$ cat config.mk
export PLATFORM = sky130hd
export DESIGN_NAME = traffic_top
export DESIGN_NICKNAME = d
export VERILOG_FILES = /design/src/rtl/traffic_pkg.sv /design/src/rtl/traffic_tick_gen.sv /design/src/rtl/traffic_top.sv
export SDC_FILE = /design/constraint.sdc
export NUM_CORES = 1
export LEC_CHECK = 0
export CORE_UTILIZATION = 46
export CTS_CLUSTER_DIAMETER = 120
export DETAILED_ROUTE_END_ITERATION = 6
export PLACE_DENSITY = 0.74
export SLEW_MARGIN = 40
export SYNTH_ARGS = -nofsm -noshare
export SYNTH_HDL_FRONTEND = slang
export SYNTH_HIERARCHICAL = 1
export SYNTH_SLANG_ARGS = --single-unit
$ cat constraint.sdc
create_clock -name clk -period 1.9 [get_ports clk]
set_clock_uncertainty 0.15 [all_clocks]
set_input_delay 0.475 -clock clk [delete_from_list [all_inputs] [get_ports clk]]
set_output_delay 0.475 -clock clk [all_outputs]
set_load 0.005 [all_outputs]
$ cat src/rtl/traffic_pkg.sv
// Shared light codes, direction index and FSM state encoding for the traffic-light controller.
// TRAFFIC_ALL_RED_EN adds the all-red clearance state to the encoding.
package traffic_pkg;

  localparam logic [1:0] LT_RED    = 2'b00;
  localparam logic [1:0] LT_GREEN  = 2'b01;
  localparam logic [1:0] LT_YELLOW = 2'b10;

  typedef logic [1:0] dir_t;

  localparam dir_t DIR_E = 2'd0;
  localparam dir_t DIR_S = 2'd1;
  localparam dir_t DIR_W = 2'd2;
  localparam dir_t DIR_N = 2'd3;

  typedef enum logic [3:0] {
    StIdle,
    StEG, StEY,
    StSG, StSY,
    StWG, StWY,
    StNG, StNY
`ifdef TRAFFIC_ALL_RED_EN
    , StAllRed
`endif
  } state_e;

  function automatic dir_t state_dir(state_e s);
    case (s)
      StSG, StSY: return DIR_S;
      StWG, StWY: return DIR_W;
      StNG, StNY: return DIR_N;
      default:    return DIR_E;
    endcase
  endfunction

  function automatic state_e green_of(dir_t d);
    case (d)
      DIR_E:   return StEG;
      DIR_S:   return StSG;
      DIR_W:   return StWG;
      default: return StNG;
    endcase
  endfunction

  function automatic state_e yellow_of(state_e s);
    case (s)
      StEG:    return StEY;
      StSG:    return StSY;
      StWG:    return StWY;
      default: return StNY;
    endcase
  endfunction

  function automatic logic is_green(state_e s);
    return (s == StEG) || (s == StSG) || (s == StWG) || (s == StNG);
  endfunction

  function automatic logic is_yellow(state_e s);
    return (s == StEY) || (s == StSY) || (s == StWY) || (s == StNY);
  endfunction

endpackage

$ cat src/rtl/traffic_tick_gen.sv
// Prescaler: tick is high in the cycle the count equals TICK_DIV-1, then the count wraps.
module traffic_tick_gen #(
  parameter int unsigned TICK_DIV = 1
) (
  input  logic clk,
  input  logic reset_n,
  input  logic clr,
  output logic tick
);

  localparam int unsigned CntW = (TICK_DIV > 1) ? $clog2(TICK_DIV) : 1;
  localparam logic [CntW-1:0] CntLast = CntW'(TICK_DIV - 1);

  logic [CntW-1:0] r_cnt;

  always_ff @(posedge clk or negedge reset_n) begin
    if (!reset_n) begin
      r_cnt <= '0;
    end else if (clr || (r_cnt == CntLast)) begin
      r_cnt <= '0;
    end else begin
      r_cnt <= r_cnt + CntW'(1);
    end
  end

  assign tick = (r_cnt == CntLast);

endmodule

$ cat src/rtl/traffic_top.sv
// Four-way round-robin traffic-light controller (E, S, W, N) with registered light/countdown outputs.
// Define TRAFFIC_ALL_RED_EN to insert an all-red clearance phase after every yellow.
module traffic_top
  import traffic_pkg::*;
#(
  parameter int unsigned GREEN_T  = 8,
  parameter int unsigned YELLOW_T = 2,
  parameter int unsigned ALLRED_T = 1,
  parameter int unsigned TICK_DIV = 1
) (
  input  logic       clk,
  input  logic       reset_n,
  input  logic       i_start,
  output logic [3:0] o_e_ct,
  output logic [3:0] o_w_ct,
  output logic [3:0] o_s_ct,
  output logic [3:0] o_n_ct,
  output logic [1:0] o_e_wt,
  output logic [1:0] o_w_wt,
  output logic [1:0] o_s_wt,
  output logic [1:0] o_n_wt
);

  localparam logic [3:0] GreenCt  = 4'(GREEN_T);
  localparam logic [3:0] YellowCt = 4'(YELLOW_T);
  // An out-of-range timing configuration keeps the controller parked in IDLE.
  localparam bit CfgOk = (GREEN_T >= 1) && (GREEN_T <= 15) && (YELLOW_T >= 1) &&
                         (YELLOW_T <= 15) && (ALLRED_T >= 1) && (ALLRED_T <= 15) &&
                         (TICK_DIV >= 1);

  state_e          r_state, w_state_d;
  logic [3:0]      r_ct, w_ct_d;
  logic [3:0][1:0] r_wt, w_wt_d;
  logic [3:0][3:0] r_cto, w_cto_d;
  logic            w_tick;

`ifdef TRAFFIC_ALL_RED_EN
  localparam logic [3:0] AllRedCt = 4'(ALLRED_T);
  logic [3:0] r_clr_ct, w_clr_ct_d;
  dir_t       r_nxt_dir, w_nxt_dir_d;
`endif

  traffic_tick_gen #(
    .TICK_DIV (TICK_DIV)
  ) u_tick_gen (
    .clk     (clk),
    .reset_n (reset_n),
    .clr     (r_state == StIdle),
    .tick    (w_tick)
  );

  always_comb begin
    w_state_d = r_state;
    w_ct_d    = r_ct;
`ifdef TRAFFIC_ALL_RED_EN
    w_clr_ct_d  = r_clr_ct;
    w_nxt_dir_d = r_nxt_dir;
`endif
    unique case (r_state)
      StIdle: begin
        if (i_start && CfgOk) begin
          w_state_d = StEG;
          w_ct_d    = GreenCt;
        end
      end
      StEG, StSG, StWG, StNG: begin
        if (w_tick) begin
          if (r_ct > 4'd1) begin
            w_ct_d = r_ct - 4'd1;
          end else begin
            w_state_d = yellow_of(r_state);
            w_ct_d    = YellowCt;
          end
        end
      end
      StEY, StSY, StWY, StNY: begin
        if (w_tick) begin
          if (r_ct > 4'd1) begin
            w_ct_d = r_ct - 4'd1;
          end else begin
`ifdef TRAFFIC_ALL_RED_EN
            w_state_d   = StAllRed;
            w_ct_d      = '0;
            w_clr_ct_d  = AllRedCt;
            w_nxt_dir_d = dir_t'(state_dir(r_state) + 2'd1);
`else
            w_state_d = green_of(dir_t'(state_dir(r_state) + 2'd1));
            w_ct_d    = GreenCt;
`endif
          end
        end
      end
`ifdef TRAFFIC_ALL_RED_EN
      StAllRed: begin
        if (w_tick) begin
          if (r_clr_ct > 4'd1) begin
            w_clr_ct_d = r_clr_ct - 4'd1;
          end else begin
            w_state_d = green_of(r_nxt_dir);
            w_ct_d    = GreenCt;
          end
        end
      end
`endif
      default: begin
        w_state_d = StIdle;
        w_ct_d    = '0;
      end
    endcase
  end

  // Outputs are decoded from the next state so they register alongside it.
  always_comb begin
    w_wt_d  = '0;
    w_cto_d = '0;
    if (is_green(w_state_d) || is_yellow(w_state_d)) begin
      w_wt_d[state_dir(w_state_d)]  = is_green(w_state_d) ? LT_GREEN : LT_YELLOW;
      w_cto_d[state_dir(w_state_d)] = w_ct_d;
    end
  end

  always_ff @(posedge clk or negedge reset_n) begin
    if (!reset_n) begin
      r_state <= StIdle;
      r_ct    <= '0;
      r_wt    <= '0;
      r_cto   <= '0;
`ifdef TRAFFIC_ALL_RED_EN
      r_clr_ct  <= '0;
      r_nxt_dir <= DIR_E;
`endif
    end else begin
      r_state <= w_state_d;
      r_ct    <= w_ct_d;
      r_wt    <= w_wt_d;
      r_cto   <= w_cto_d;
`ifdef TRAFFIC_ALL_RED_EN
      r_clr_ct  <= w_clr_ct_d;
      r_nxt_dir <= w_nxt_dir_d;
`endif
    end
  end

  assign o_e_wt = r_wt[DIR_E];
  assign o_s_wt = r_wt[DIR_S];
  assign o_w_wt = r_wt[DIR_W];
  assign o_n_wt = r_wt[DIR_N];
  assign o_e_ct = r_cto[DIR_E];
  assign o_s_ct = r_cto[DIR_S];
  assign o_w_ct = r_cto[DIR_W];
  assign o_n_ct = r_cto[DIR_N];

endmodule

# After elaboration in Yosys (flattened, before gate mapping)
# Cells that the tools add are included.
# totals
register_bits	33
inputBits	3
out_inout_bits	24
elab_cells	85
# op_classes
addsub	3
order_cmp	3
n_eq_ne	18
n_mux	28
bitwise_logic	3
reduce_logical	19
# ops
operator	n
two-way mux 4 bit	11
case mux 4 bit (3 select lines)	3
equality test 4 x 3 -> 1 bit, second input constant	8
bitwise AND 16 bit	1
equality test 4 x 2 -> 1 bit, second input constant	4
two-way mux 16 bit	1
two-way mux 2 bit	6
case mux 2 bit (3 select lines)	2
OR reduction 2 bit	6
case mux 3 bit (3 select lines)	1
bitwise AND 8 bit	1
demux 4 bit (select 2 bit)	1
equality test 4 x 1 -> 1 bit, second input constant	2
equality test 4 bit, second input constant	2
logical OR 1 bit	8
two-way mux 8 bit	1
OR reduction 4 bit	2
demux 2 bit (select 2 bit)	1
greater-than comparator 4 x 1 -> 1 bit, second input constant	1
zero test 4 bit	1
subtractor 4 x 1 -> 4 bit, second input constant	1
< comparator 2 x 3 -> 1 bit, second input constant	1
adder 2 x 1 -> 2 bit, second input constant	1
equality test 2 x 1 -> 1 bit, second input constant	1
other kinds (7)	7

# Logic depth before layout (Yosys ltp)
# logic_depth
ltp_word	24
depth_mapped	7
depth_no_buf	6

# Modules after synthesis
# The synthesis kept the hierarchy.
# by_module_without_submodules
mod	instances	cells_each	area_per_inst_um2	seq_area_each_um2
traffic_top	1	132	1480.2	800.8
traffic_tick_gen	1	3	32.5	25.0

# Worst setup path after synthesis
# No wires, ideal clock.
# synth_timing
path_kind	register -> register
from	register r_ct[0]
to	register r_cto, in the netlist o_e_ct[1]
setup_time_ps	81
arrival_ps	1658
required_ps	1669
setup_slack_ps	10
stages_incl_launch_ff	7
n_path_buf	0
synth_period_minus_slack_ps	1890
cell_sequence	dfrtp_1 > inv_1 > ha_1 > o21ba_4 > a21o_1 > a311o_2 > nor3_2
# synth_rtl
item	line	text
start, declared	traffic_top.sv:32	logic [3:0] r_ct, w_ct_d;
start signal, assigned	traffic_top.sv:134	r_ct <= w_ct_d;
end signal, assigned	traffic_top.sv:136	r_cto <= w_cto_d;
end, declared	traffic_top.sv:34	logic [3:0][3:0] r_cto, w_cto_d;

==> metrics.md <==
| Metric | Value |
|---|---|
| Num CTS Buffers | 5 |
| Syn Inst Count | 135 |
| TritonCTS clock tree | done |
| DP Wirelength | 2.30 mm |
| H-tree depth | 2 |
| Starting Density | 49.1% |
| Vias | 1,182 |
| Total wire length | between 3 and 4 mm |
| Area post-placement | about 1900 um2 |
| Leak pwr | 0.948 nW |
| Gpl congestion | 0.899 |
| Worst slack, placed | -0.101 ns |
| Antenna violations before repair | 0 |
| Total power | 3.50 mW |
| Seq pwr share | 31.1% |
| Combinational Power Share | 56.0% |
| Syn-to-layout area delta | 39.5% |
| Synth top area cells | dfrtp_1 (55%), nor2_1 (3.0%), nand2_1 (2.5%) |
| Worst path slowest cell | or4b_4 |
| Post-synth EDFFs | 0 |
| Clock slew seen by the registers of the worst setup and hold paths | 0.10 ns |
| Synth cell types | 44 |
| Synth Net Count | 140 |
| HP Class | in -> async |
| DRC | 0 |
| Ports | 27 |
| Final Cycle Share | 98.9% |
| Fillers | 233 |
| Final setup vio count | 0 |
| Crit path kind | reg -> reg |
| Setup crit end kind | flop |
| Final Net Count | between 150 and 200 |
| Internal | 2.18 mW |
| Final hold vios | 0 |
| Largest net degree at the start of global routing | 34 |
| Seq/Total Area, Yosys | 54.6% |
| Final min period | 1.88 ns |
| Clock Power Share | 12.9% |
| Gr usage total | 20.7% |
| Site Rows | 20 |
| Die Area | roughly 3500 um2 |
| Slowest Stage Delay on Critical Path | 0.48 ns |
| Clock Latency Late Sink | 0.34 ns |
| Leading area contributor after synthesis | dfrtp_1 |
| Count leader, synth | dfrtp_1 |
| DR vias/cell | 5.18 |
| Crit-path cells | inv_2 -> ha_4 -> o21bai_4 -> or4b_4 -> o211ai_1 -> buf_4 -> nor3_1 |
| Critical Path RT | 1.98 ns |
| Crit path DAT | 1.96 ns |
| Die Height | 59.3 um |
| Pwr per Cell Area | 1660 nW/um2 |
| Max-Cap Viols | 0 |
| Diodes inserted | 0 |
| CTS Buffer Depth | 2 |
| CP Max Fanout | 4 |
| Final ANT Viol Nets | 0 |
| Sink Count | 33 |
| Crit path launch type | flop |
| Max Slew Vio Count | 0 |
| Net load switching power | 1.33 mW |
| DIE WIDTH | between 50 and 60 um |
| Routed wire per std cell | 14.3 um |
| Status | finished clean |
| Fraction of registers with async set/reset | 100% |
| Main flop type after synthesis | dfrtp_1 |
| Layout cells sized above 1 | ~31% |
| CP top delay family | simple AND/OR/NAND/NOR gates |
| Post-synth top area share | 54.6% |
| Final worst slack | 0.0212 ns |
| IO buf count | 26 |
| Finished Cell Area | about 2100 um2 |
| Detailed Route Iter0 Violations | 22 |
| First-pass GRT wire length | 5.22 mm |
| Total grt overflow | 0 |
| Core footprint | 3080 um2 |
| Synthesized cell area | approximately 1500 um2 |
| Synth Warn # | 6 |
| Drt pass-1 iters | 4 |
| Root Driver | clkbuf_4 |
| Mean area per synthesized cell | 11.2 um2 |
| RSZ-0062 raised after global routing | true |
| Flops & latches, synth | 33 |
| VDD IR max | between 0.7 and 0.8 mV |
| Bufs and invs on worst path | 2 |
| Fmax | 532 MHz |
| Synth cell count leaders | dfrtp_1 (33), nor2_1 (12), nand2_1 (10) |
| Vias in the first global route | 1,155 |
| Sw Ratio | 37.9% |
## placed cells by master (no fill, tap or decap), types with 3 or more instances in the layout
cell             count
buf_4               21
nor2_2               5
nor2b_1              4
nor2_1              11
nor3_1               5
o211ai_1             3
clkdlybuf4s50_1     26
and2_1               3
o21ai_0              3
clkbuf_4             5
dfrtp_1             32
inv_1                3
nand2_1              9
a21oi_1              6
## power groups by stage
stage               logic [mW]  registers [mW]  clock network, mW
floorplan                0.944            1.08                  0
global placement          1.55            1.08                  0
detailed placement        1.61            1.09                  0
CTS                       1.78            1.08              0.462
global route              2.13            1.12              0.503
finish                    1.96            1.09              0.452
## worst reg2reg max path, stage by stage, from the launching register on
cell	delay, ns
dfrtp_2	0.45
inv_2	0.09
ha_4	0.16
o21bai_4	0.07
or4b_4	0.48
o211ai_1	0.13
buf_4	0.18
nor3_1	0.05
## stage by stage
step	hold WS [ns]	cells	TNS (ns)	util, %
2_1_floorplan	0.0294	135	0	-
3_3_place_gp	0.394	213	-0.0469	61.6
3_5_place_dp	0.415	213	-0.640	61.6
4_1_cts	0.379	224	-0.00395	66.4
5_1_grt	0.395	228	-0.0805	68.5
6_report	0.376	228	0	68.5
## worst paths after layout
check,startpoint,endpoint,slack (ns),depth (start not counted)
setup / recovery,r_ct[0],o_w_ct[1],0.02,7
hold / removal,reset_n,r_ct[1],0.38,2
setup reg to reg,r_ct[0],o_w_ct[1],0.02,7
hold reg to reg,r_state[0],r_ct[3],0.42,1
max in group asynchronous,reset_n,r_ct[0],0.91,2
min in group clk,r_state[0],r_ct[3],0.42,1
## per-layer routing
metal | GRT usage (%) | part of all wire (%) | up-vias
li1 | - | - | 560
met1 | 24.0 | 40 | 577
met2 | 33.5 | 52 | 36
met3 | 7.64 | 5.4 | 9
met4 | 10.9 | 2.6 | 0
met5 | 0 | 0 | -
## cells by family (layout without fill, tap and decap cells)
| group | count (synthesis) | after routing | synth area share (%) |
|---|---|---|---|
| mux | 3 | 3 | 2.07 |
| other cells | 1 | 1 | 0.248 |
| fa+ha+maj | 2 | 2 | 1.65 |
| simple gates | 55 | 55 | 21.2 |
| buf+inv | 11 | 60 | 3.72 |
| xor+xnor | 3 | 3 | 1.74 |
| flops | 33 | 33 | 54.6 |
| compound gates | 27 | 27 | 14.8 |
## what timing repair did
item | CTS | global route
gates resized for setup | 12 | 8
setup buffers | 3 | 4
cloned | 0 | 0
endpoints found under the setup margin | 18 | 23
hold buffers | 0 | 0
pin swaps | 4 | 5
## flip-flops by register name (all words and copies together), names as in the netlist, 4 cells and up
register	count
r_state	4
o_e_ct	4
o_s_ct	4
o_w_ct	4
r_ct	4
o_n_ct	4
## cell type report
type	count	area [um2]	share of cell area [%]
clock buffer	7	65.1	3.08
clock inverter	1	5.00	0.237
timing repair buffer	47	418	19.8
inverter	5	18.8	0.890
tap	44	55.1	2.61
sequential	33	827	39.2
multi-input combinational	91	721	34.2
Power figures use the tool's default switching activity.
